**src/rtl/router_nch.sv**
```systemverilog
// Purpose: 1-to-NUM_CH packet router; parses header/payload/parity, steers to per-channel FWFT FIFOs.
// Latency: a word accepted on cycle t is at a channel head on t+1; one busy bubble follows each stored packet.
// Backpressure: busy is raised while the target FIFO is full or during the parity check bubble; stalled channels self-flush after TIMEOUT.
module router_nch #(
    parameter int DATA_W  = 8,
    parameter int ADDR_W  = 2,
    parameter int NUM_CH  = 3,
    parameter int DEPTH   = 16,
    parameter int TIMEOUT = 30
) (
    input  logic                     clock,
    input  logic                     reset,
    input  logic [DATA_W-1:0]        data_in,
    input  logic                     pkt_valid,
    input  logic [NUM_CH-1:0]        read_enb,
    output logic [NUM_CH*DATA_W-1:0] data_out,
    output logic [NUM_CH-1:0]        vld_out,
    output logic                     err,
    output logic                     busy,
    output logic                     drop
);

    localparam int LEN_W = DATA_W - ADDR_W;
    localparam int PTR_W = $clog2(DEPTH);
    localparam int CNT_W = PTR_W + 1;
    localparam int TMO_W = $clog2(TIMEOUT + 1);

    localparam logic [2:0] S_IDLE   = 3'd0;
    localparam logic [2:0] S_LOAD   = 3'd1;
    localparam logic [2:0] S_PARITY = 3'd2;
    localparam logic [2:0] S_CHECK  = 3'd3;
    localparam logic [2:0] S_DROP   = 3'd4;

    logic [2:0]        state;
    logic [ADDR_W-1:0] dest_q;
    logic [ADDR_W-1:0] tgt;
    logic [LEN_W-1:0]  remaining;
    logic [LEN_W-1:0]  hdr_len;
    logic [DATA_W-1:0] parity_acc;

    logic [NUM_CH-1:0] sel;
    logic [NUM_CH-1:0] full;
    logic [NUM_CH-1:0] wr;
    logic [NUM_CH-1:0] rd;
    logic [NUM_CH-1:0] flush;

    logic in_write_state;
    logic hdr_ok;
    logic xfer;
    logic wr_en;

    assign hdr_len = data_in[DATA_W-1:ADDR_W];

    // In IDLE the incoming header decides the target; afterwards the latched dest does.
    assign tgt = (state == S_IDLE) ? data_in[ADDR_W-1:0] : dest_q;

    // One-hot channel select; an out-of-range address selects nothing, so it can never look full.
    for (genvar k = 0; k < NUM_CH; k++) begin : g_sel
        assign sel[k] = (tgt == ADDR_W'(k));
    end

    assign hdr_ok         = (sel != '0);
    assign in_write_state = (state == S_IDLE) || (state == S_LOAD) || (state == S_PARITY);

    // A full target blocks the word even if the consumer pops it on the same edge.
    assign busy  = (state == S_CHECK) ||
                   (pkt_valid && in_write_state && ((sel & full) != '0));
    assign xfer  = pkt_valid && !busy;
    assign wr_en = xfer && (((state == S_IDLE) && hdr_ok) ||
                            (state == S_LOAD) || (state == S_PARITY));
    assign drop  = (state == S_DROP) && xfer && (remaining == '0);

    // Packet parser: header latch, payload countdown, parity compare, discard of bad addresses.
    always_ff @(posedge clock) begin
        if (reset) begin
            state      <= S_IDLE;
            dest_q     <= '0;
            remaining  <= '0;
            parity_acc <= '0;
            err        <= 1'b0;
        end else begin
            case (state)
                S_IDLE: begin
                    if (xfer) begin
                        dest_q    <= data_in[ADDR_W-1:0];
                        remaining <= hdr_len;
                        if (!hdr_ok) begin
                            state <= S_DROP;
                        end else begin
                            err        <= 1'b0;
                            parity_acc <= data_in;
                            state      <= (hdr_len == '0) ? S_PARITY : S_LOAD;
                        end
                    end
                end
                S_LOAD: begin
                    if (xfer) begin
                        parity_acc <= parity_acc ^ data_in;
                        remaining  <= remaining - LEN_W'(1);
                        if (remaining == LEN_W'(1)) begin
                            state <= S_PARITY;
                        end
                    end
                end
                S_PARITY: begin
                    // The compare result goes straight into err so it is already
                    // visible during the CHECK bubble and held until the next good header.
                    if (xfer) begin
                        err   <= (parity_acc != data_in);
                        state <= S_CHECK;
                    end
                end
                S_CHECK: begin
                    state <= S_IDLE;
                end
                S_DROP: begin
                    if (xfer) begin
                        if (remaining == '0) begin
                            state <= S_IDLE;
                        end else begin
                            remaining <= remaining - LEN_W'(1);
                        end
                    end
                end
                default: begin
                    state <= S_IDLE;
                end
            endcase
        end
    end

    for (genvar k = 0; k < NUM_CH; k++) begin : g_ch
        logic [DATA_W-1:0] mem [DEPTH];
        logic [PTR_W-1:0]  wp;
        logic [PTR_W-1:0]  rp;
        logic [CNT_W-1:0]  cnt;
        logic [TMO_W-1:0]  tmo;

        assign full[k]    = (cnt == CNT_W'(DEPTH));
        assign vld_out[k] = (cnt != '0);
        assign rd[k]      = read_enb[k] && vld_out[k];
        // Flush fires on the edge where the unread streak would reach TIMEOUT.
        assign flush[k]   = vld_out[k] && !read_enb[k] && (tmo == TMO_W'(TIMEOUT - 1));
        // A word landing on the flush edge is lost; the rest of its packet still lands.
        assign wr[k]      = wr_en && sel[k] && !flush[k];

        assign data_out[k*DATA_W +: DATA_W] = vld_out[k] ? mem[rp] : '0;

        // Storage array; contents are only observable while cnt is non-zero, so no reset.
        always_ff @(posedge clock) begin
            if (wr[k]) begin
                mem[wp] <= data_in;
            end
        end

        // Pointer and occupancy bookkeeping; flush behaves as a per-channel soft reset.
        always_ff @(posedge clock) begin
            if (reset || flush[k]) begin
                wp  <= '0;
                rp  <= '0;
                cnt <= '0;
            end else begin
                wp <= wp + PTR_W'(wr[k]);
                rp <= rp + PTR_W'(rd[k]);
                case ({wr[k], rd[k]})
                    2'b10:   cnt <= cnt + CNT_W'(1);
                    2'b01:   cnt <= cnt - CNT_W'(1);
                    default: cnt <= cnt;
                endcase
            end
        end

        // Unread-cycle counter: runs while the head sits unread, restarts on any pop or when empty.
        always_ff @(posedge clock) begin
            if (reset || flush[k]) begin
                tmo <= '0;
            end else if (vld_out[k] && !read_enb[k]) begin
                tmo <= tmo + TMO_W'(1);
            end else begin
                tmo <= '0;
            end
        end
    end

endmodule

```
**config.mk**
```make
export PLATFORM = sky130hd
export DESIGN_NAME = router_nch
export DESIGN_NICKNAME = d
export VERILOG_FILES = /design/src/rtl/router_nch.sv
export SDC_FILE = /design/constraint.sdc
export NUM_CORES = 1
export LEC_CHECK = 0
export BUFFER_PORTS_ARGS = -buffer_cell sky130_fd_sc_hd__buf_2
export CORE_ASPECT_RATIO = 0.5
export CORE_MARGIN = 2
export CORE_UTILIZATION = 40
export DETAILED_ROUTE_END_ITERATION = 8
export HOLD_SLACK_MARGIN = 0.08
export PLACE_DENSITY = 0.61
export REMOVE_ABC_BUFFERS = 1
export SETUP_SLACK_MARGIN = 0.2
export SYNTH_ARGS = -nofsm -noshare
export SYNTH_HDL_FRONTEND = slang
export SYNTH_SLANG_ARGS = --single-unit
```
**constraint.sdc**
```tcl
create_clock -name clock -period 10.1 [get_ports clock]
set_clock_uncertainty 0.15 [all_clocks]
set_input_delay 1.01 -clock clock [delete_from_list [all_inputs] [get_ports clock]]
set_output_delay 1.01 -clock clock [all_outputs]
set_load 0.03 [all_outputs]
```
-- Yosys cells after proc, flatten, opt, wreduce, memory -nomap -nowiden
Memories as Yosys holds them, arrays and structs flattened. A register that Yosys moved wholly into a read port is not among the register bits.
Cells that the tools add are included.
- bits in registers: 74
- RAM bits: 384
- input port bits: 14
- output and inout bits: 30
- logic and storage cells: 167
- memories: 3
- memory list (memory ; words ; bits a word ; read ports ; clocked after memory_dff ; write ports ; line ; source):
    g_ch[0].mem ; 16 ; 8 ; 1 ; 1 ; 1 ; 133 ; logic [DATA_W-1:0] mem [DEPTH];
    g_ch[1].mem ; 16 ; 8 ; 1 ; 1 ; 1 ; 133 ;
    g_ch[2].mem ; 16 ; 8 ; 1 ; 1 ; 1 ; 133 ;
- $add $sub $neg: 16
- equality and inequality tests: 28
- muxes and demuxes: 38
- bitwise gates (word level): 5
- reduce and logical (&&, ||, !) cells: 60
- operator list (operator ; count):
    $mux 8 ; 6
    $add 5x1->5 const B ; 6
    $eq 5x5->1 const B ; 6
    $pmux 5 s2 ; 3
    $add 4x1->4 ; 6
    $mux 6 ; 4
    $logic_and 1x1->1 ; 22
    $mux 3 ; 7
    $pmux 6 s3 ; 1
    $pmux 8 s2 ; 1
    $reduce_bool 5->1 ; 3
    $sub 5x1->5 const B ; 3
    $logic_not 6->1 ; 2
    $mux 4 ; 3
    $ne 2x2->1 const B ; 6
    $pmux 3 s4 ; 1
    $reduce_bool 2->1 ; 5
    $mux 1 ; 9
    $reduce_bool 3->1 ; 3
    $eq 2x1->1 const B ; 4
    $eq 2x2->1 const B ; 4
    $logic_or 1x1->1 ; 8
    $ne 8x8->1 ; 1
    $reduce_and 4->1 ; 2
    18 further kinds ; 31

-- Depth between registers and ports, before layout
Gate-level depths: netlist of run 1.
- word-level depth: 14
- gate-level depth with buffers: 20

-- Worst setup path after synthesis of run 1
No wires, ideal clock.
- path kind: input -> register
- from: input data_in[1]
- to: register g_ch[1].cnt[4]
- setup time: 70 ps
- arrival time: 4204 ps
- data required time: 9880 ps
- path slack: 5676 ps
- stages on the path: 18
- path buffers: 3
- cells stage by stage: nor4_1 a21oi_1 a21boi_1 o21a_4 o2111ai_2 or4_1 buf_6 buf_6 ha_1 clkbuf_1 xor2_1 ha_1 o21ai_0 a21oi_1 a21oi_1 xor2_1 or3_1 a21oi_1
- cells in the longest elaborated chain, start to end: 13
- RTL lines (element ; line ; source):
    start, declared ; 13 ; input logic [DATA_W-1:0] data_in,
    $mux 2 * ; 55 ; assign tgt = (state == S_IDLE) ? data_in[ADDR_W-1:0] : dest_q;
    $eq 2x1->1, or another cell as far along ; 59 ; assign sel[k] = (tgt == ADDR_W'(k));
    $and 3x3->3 ; 67 ; (pkt_valid && in_write_state && ((sel & full) != '0));
    $reduce_bool 3->1 ; 67 ;
    $logic_and 1x1->1 ; 67 ;
    $logic_or 1x1->1 ; 66 ; assign busy = (state == S_CHECK) ||
    $logic_not 1->1 ; 68 ; assign xfer = pkt_valid && !busy;
    $logic_and 1x1->1 ; 68 ;
    $logic_and 1x1->1 ; 69 ; assign wr_en = xfer && (((state == S_IDLE) && hdr_ok) ||
    $logic_and 1x1->1 * (2 in a row) ; 145 ; assign wr[k] = wr_en && sel[k] && !flush[k];
    $eq 2x1->1 / $eq 2x2->1 (equally long branches) ; 165 ; case ({wr[k], rd[k]})
    $pmux 5 s2 / $reduce_bool 2->1 (equally long branches) ; n/a ;
    end signal, assigned ; 166 ; 2'b10: cnt <= cnt + CNT_W'(1);
    end signal, assigned ; 167 ; 2'b01: cnt <= cnt - CNT_W'(1);
    end signal, assigned ; 168 ; default: cnt <= cnt;
    end, declared ; 136 ; logic [CNT_W-1:0] cnt;
Mark *: on every way between the ends. The rest lies on a longest branch, timed or not.
A chain may end at the register's enable or synchronous reset.

-- Worst setup path after layout of run 1
Ends and elaborated chain as after synthesis.

==> impl_metrics.ini, run 1 <==
[run_status]
outcome = finished clean

[worst_setup_path]
path_cells = buf_2 > buf_4 > nor4_1 > a21oi_1 > a21boi_1 > o21a_4 > o2111ai_2 > or4_1 > ha_1 > xor2_1 > ha_1 > o21ai_0 > a21oi_1 > a21oi_1 > xor2_1 > or3_1 > a21oi_1
rrSetupSlack_ns = 5.32
cpMostUsedCell = a21oi_1
crit_type = in -> reg
slowest_stage = or4_1
slowest_delay_ns = 0.83
crit_required_ns = 10.44
end_kind = flop
arrival_ns = 5.32
reg2reg_from = g_ch[1].cnt[1]
cp_num_buf_inv = 2
crit_fanout = 59
r2r-end = g_ch[1].cnt[4]
cp-start-kind = primary input
cpLargestDelayFamily = simple AND/OR/NAND/NOR gates
cp.depth = 17
reg2reg_depth = 13

[place]
hpwl_mm = 24.18
gp_congestion = 0.7973
dp_cells = 1800
port_buffers = 43
placed_area_um2 = 20280

[power]
leakage_nw = 6.933
power_density_nw_per_um2 = 215.3
total_power_mw = 4.655
irDropWorstVdd_mv = 0.1091

[global_routing]
overflow = 0
grt_pass1_vias = 10350
antenna_found_initial = 0
grt.total_usage_pct = 16.19
grt_pass1_wl_mm = 61.02
grt_max_degree = 60

[floorplan]
die-width_um = 313.3
initial_utilization_pct = 40.71
core-area_um2 = 47020
io_pins = 44
rows = 56
dieHeight_um = 158.7
die-area_um2 = 49720

[timing]
hold_viol = 0
setup_viol = 0
min_period_ns = 4.981
final.setup.tns_ns = 0
max_freq_mhz = 200.8
relSlewSlack_pct = 14.24
rsz0062_at_grt = false
fin_crit_sh_pct = 49.31
slew_violations = 0
worst_slew_pin_slew_ns = 1.277

[worst_hold_path]
whs_path_depth = 1
hp-class = reg -> reg
whs_endpoint = g_ch[0].tmo[0]
min_from = g_ch[0].tmo[0]

[routing]
drt-pass1-iter-count = 4
dr_total_vias = 10070
wl_per_cell_um = 20.98
antenna_left = 0
drcViolationCount = 0
viasPerCell = 5.367
wl_mm = 39.37
drtIter0Drc = 776

[synthesis]
synthFlopType = edfxtp_1
synth_area_per_cell_um2 = 16.92
yosysTopAreaCell = edfxtp_1
synth_top_area_share_pct = 60.25
ys_warn_count = 0
ys_async_sr_fraction_pct = 0
syn_inst = 1131
synth_seq_cells = 458
synth_cell_type_count = 52
synth_seq_area_share_pct = 67.99
syn_area_um2 = 19140
synth-edff-count = 384
synth.area.top_cells = edfxtp_1 (60%), mux4_2 (14%), dfxtp_1 (7.7%), ha_1 (2.1%), nor2_1 (1.4%)

[cts]
path_clk_slew_ns = 0.06
cts_tree = done
cts_root_buf = clkbuf_16
cts.sinks = 458
cts_max_path_buffers = 3
cts_made_buffers = 43
ctsHoldBuffers = 0
postCtsSetupRepairBufs = 0
h-tree-depth = 2
post_cts_resize_count = 0
clk_latency_ns = 0.55

[layout]
insertedDiodeCount = 0
nets = 1253
final_core_util_pct = 45.98
final_common_cell = edfxtp_1
fillerInstances = 3946
layout-drive-gt1-share_pct = 23.81
stdcell_count = 1877
design_area_um2 = 21620
layout_common_cells = edfxtp_1 (384), mux4_2 (120), dfxtp_1 (71), nor2_1 (70), buf_4 (57)
syn_to_final_growth_pct = 12.96

[job]
cap_violations = 0
## cells by family (layout without fill, tap and decap cells)
kind of cell / after synthesis / count (layout) / share of synthesized area, %
flip-flops: 458 / 458 / 67.99
adder cells (fa/ha/maj): 32 / 32 / 2.092
XOR/XNOR: 49 / 49 / 2.242
AO/OA/AOI/OAI: 91 / 91 / 3.060
buffers and inverters: 84 / 192 / 1.922
AND/OR/NAND/NOR: 287 / 287 / 8.015
multiplexers: 130 / 130 / 14.68
## metal layers
metal | global-route usage, % | vias to the layer above | routed length [um]
li1 | - | 4605 | -
met1 | 22.14 | 5220 | 17880
met2 | 27.20 | 204 | 19100
met3 | 2.852 | 45 | 1771
met4 | 3.828 | 0 | 626
met5 | 0 | - | 0
## synthesized netlist by cell type (2+ instances only)
library cell    n
a211oi_1        2
a21o_1          4
a21oi_1        34
a22oi_1         2
a31o_2          2
and2_1         13
buf_1          15
buf_2           6
buf_6           6
clkbuf_1       42
dfxtp_1        74
edfxtp_1      384
ha_1           32
inv_1          15
mux2i_1         8
mux4_2        120
nand2_1        29
nand2b_1       23
nand3_1        19
nand4_1         6
nand4b_1       14
nor2_1         70
nor2b_1        34
nor3_1         37
nor4_1         22
nor4b_1         2
o2111ai_1       2
o211ai_1       11
o21ai_0        18
o21bai_1        3
o22ai_1         2
or2_2           5
or3_1           8
or4_1           2
xnor2_1        21
xor2_1         28
## registers in the layout, indices dropped and copies added, names as in the netlist
signal      count
dest_q          2
parity_acc      8
g_ch.wp        12
g_ch.rp        12
remaining       6
state           3
g_ch.cnt       15
err             1
g_ch.tmo       15
g_ch.mem      384
## cell type report
cell class                      count  area (um^2)  share of cell area [%]
Sequential cell                   458        13020                   60.21
Timing Repair Buffer              100        643.1                   2.975
Inverter                           15        56.30                  0.2604
Tap cell                          638        798.3                   3.692
Clock inverter                     19        187.7                  0.8681
Multi-Input combinational cell    589         5764                   26.66
Clock buffer                       58         1154                   5.336
## how the worst max path moves through the flow
| stage | start | to | slack (ns) |
|---|---|---|---|
| floorplan | data_in[1] | g_ch[0].cnt[4] | 5.68 |
| global placement | data_in[1] | g_ch[0].cnt[4] | 4.93 |
| detailed placement | data_in[1] | g_ch[1].cnt[4] | 4.63 |
| CTS | data_in[1] | g_ch[0].cnt[4] | 5.20 |
| global route | data_in[1] | g_ch[1].cnt[4] | 4.78 |
| finish | data_in[1] | g_ch[1].cnt[4] | 5.12 |
## where the power goes
group | switching, mW | total [mW] | internal, mW
registers | 0.0686 | 2.16 | 2.09
logic | 0.541 | 0.928 | 0.387
clock network | 0.681 | 1.56 | 0.882
total | 1.29 | 4.65 | 3.36
## per-stage QoR
step / hold slack (ns) / setup WS [ns]
final: 0.3238 / 5.119
after global routing: 0.3534 / 4.779
after CTS: 0.3317 / 5.204
after detailed placement: 0.3163 / 4.631
after global placement: 0.2892 / 4.934
after floorplan: 0.2834 / 5.676
(Power assumes the default switching activity.)
==> run 2: changes to the inputs <==
==> constraint.sdc (replaced) <==
create_clock -name clock -period 4.9 [get_ports clock]
set_clock_uncertainty 0.15 [all_clocks]
set_input_delay 0.49 -clock clock [delete_from_list [all_inputs] [get_ports clock]]
set_output_delay 0.49 -clock clock [all_outputs]
set_load 0.03 [all_outputs]
==> impl_metrics.ini, run 2 (same netlist as run 1, synthesis figures left out) <==
[cts]
cts_root_buf = clkbuf_16
h-tree-depth = 2
cts_max_path_buffers = 3
cts_made_buffers = 42
clk_latency_ns = 0.55
cts.sinks = 458
cts_tree = done
path_clk_slew_ns = 0.07
postCtsSetupRepairBufs = 0

[routing]
antenna_left = 0
drt-pass1-iter-count = 5
wl_mm = 40.60
wl_met3_mm = 1.794
met1_length_mm = 18.27
drcViolationCount = 0
viasPerCell = 5.431
wl_per_cell_um = 21.49
dr_total_vias = 10260
drtIter0Drc = 1074
top_layer = met4
wl_met2_mm = 19.68

[worst_hold_path]
hp-class = in -> reg

[global_routing]
overflow = 0
grt_pass1_wl_mm = 62.16
grt.total_usage_pct = 16.50
grt_max_degree = 55
grt_pass1_vias = 10450
antenna_found_initial = 1

[timing]
slew_violations = 0
rsz0062_at_grt = true
fin_crit_sh_pct = 91.23
max_freq_mhz = 223.7
worst_slew_pin_slew_ns = 1.018
setup_viol = 0
setup_slack_ns = 0.4297
min_period_ns = 4.470
relSlewSlack_pct = 32.15
final.setup.tns_ns = 0
hold_viol = 0

[layout]
fillerInstances = 3924
largest_reg_flops = 384
seq_area_um2 = 13020
syn_to_final_growth_pct = 13.64
multi_input_area_um2 = 5768
largestRegisters = g_ch.mem x384, g_ch.cnt x15, g_ch.tmo x15
final_common_cell = edfxtp_1
layout-drive-gt1-share_pct = 25.04
layout_common_cells = edfxtp_1 (384), mux4_2 (120), nor2_1 (70), buf_4 (70), dfxtp_1 (68)
final_core_util_pct = 46.26
top_register = g_ch.mem
nets = 1265

[power]
leakage_nw = 7.012
power_density_nw_per_um2 = 445.8
irDropWorstVdd_mv = 0.2122

[worst_setup_path]
crit_required_ns = 5.24
crit_type = reg -> reg
crit_fanout = 19
end_kind = flop
arrival_ns = 4.81
rrSetupSlack_ns = 0.43
cp-start-kind = flop

[floorplan]
die-width_um = 313.3
rows = 56
io_pins = 44
initial_utilization_pct = 40.71
die-area_um2 = 49720
dieHeight_um = 158.7
core-area_um2 = 47020

[place]
gp_congestion = 0.8528
port_buffers = 43
hpwl_mm = 25.91
pre_cts_ws_ns = 0.3836

[job]
cap_violations = 0

[run_status]
outcome = finished clean
==> run 2: cell count changes in the layout (fill, tap and decap cells not counted), moves of 3 or more <==
| cell | change |
|---|---|
| clkinv_1 | +6 |
| clkbuf_1 | -9 |
| dfxtp_2 | +3 |
| dfxtp_1 | -3 |
| buf_4 | +13 |
==> run 2: metrics by stage <==
| stage | cell area, um^2 | power, mW | hold slack, ns | instances |
|---|---|---|---|---|
| after floorplan | 18830 | 5.898 | 0.2834 | 1062 |
| after global placement | 20380 | 6.441 | 0.2912 | 1813 |
| after detailed placement | 20380 | 6.513 | 0.3069 | 1813 |
| after CTS | 21740 | 9.808 | 0.1503 | 1888 |
| after global routing | 21750 | 10.12 | 0.1766 | 1889 |
| final | 21750 | 9.696 | 0.1774 | 1889 |
==> run 2: layout make-up <==
type / count / area share [%]
clock buffer: 49 / 5.045
inverter: 15 / 0.2589
tap: 638 / 3.670
timing repair buffer: 113 / 3.406
sequential: 458 / 59.87
antenna: 1 / 0.01151
multi-input combinational: 589 / 26.52
clock inverter: 26 / 1.220
==> run 2: routing by layer <==
layer,up-vias,track usage (%)
met1,5296,22.70
met2,254,27.64
met5,-,0
met4,0,4.170
met3,67,2.670
li1,4642,-
==> run 2: worst paths after layout <==
path                                      from        endpoint  depth (start not counted)
worst max-delay path                  state[2]  g_ch[1].cnt[4]                         15
worst max register to register        state[2]  g_ch[1].cnt[4]                         15
worst min register to register  g_ch[1].tmo[0]  g_ch[1].tmo[0]                          1
worst min-delay path               read_enb[1]  g_ch[1].tmo[1]                          3
==> run 2: power breakdown <==
| part | leakage, nW | switching (mW) | internal (mW) |
|---|---|---|---|
| Clock | 0.664 | 1.41 | 1.87 |
| Sequential | 4.06 | 0.199 | 4.32 |
| Combinational | 2.29 | 1.07 | 0.827 |
==> run 2: what timing repair did <==
item                                    in CTS  in global routing
hold buffers                                 0                  0
endpoints found under the setup margin       0                  3
resized for setup                            0                  3
==> run 2: worst max-delay path, cell delays in order (launching register included) <==
cell	delay [ns]
dfxtp_1	0.51
nor3_4	0.40
mux2i_2	0.37
a31o_2	0.28
o2111ai_2	0.15
or4_1	0.58
buf_4	0.24
ha_1	0.33
xor2_1	0.19
ha_1	0.23
o21ai_0	0.16
a21oi_1	0.08
a21oi_1	0.17
xor2_1	0.10
or3_1	0.32
a21oi_1	0.14
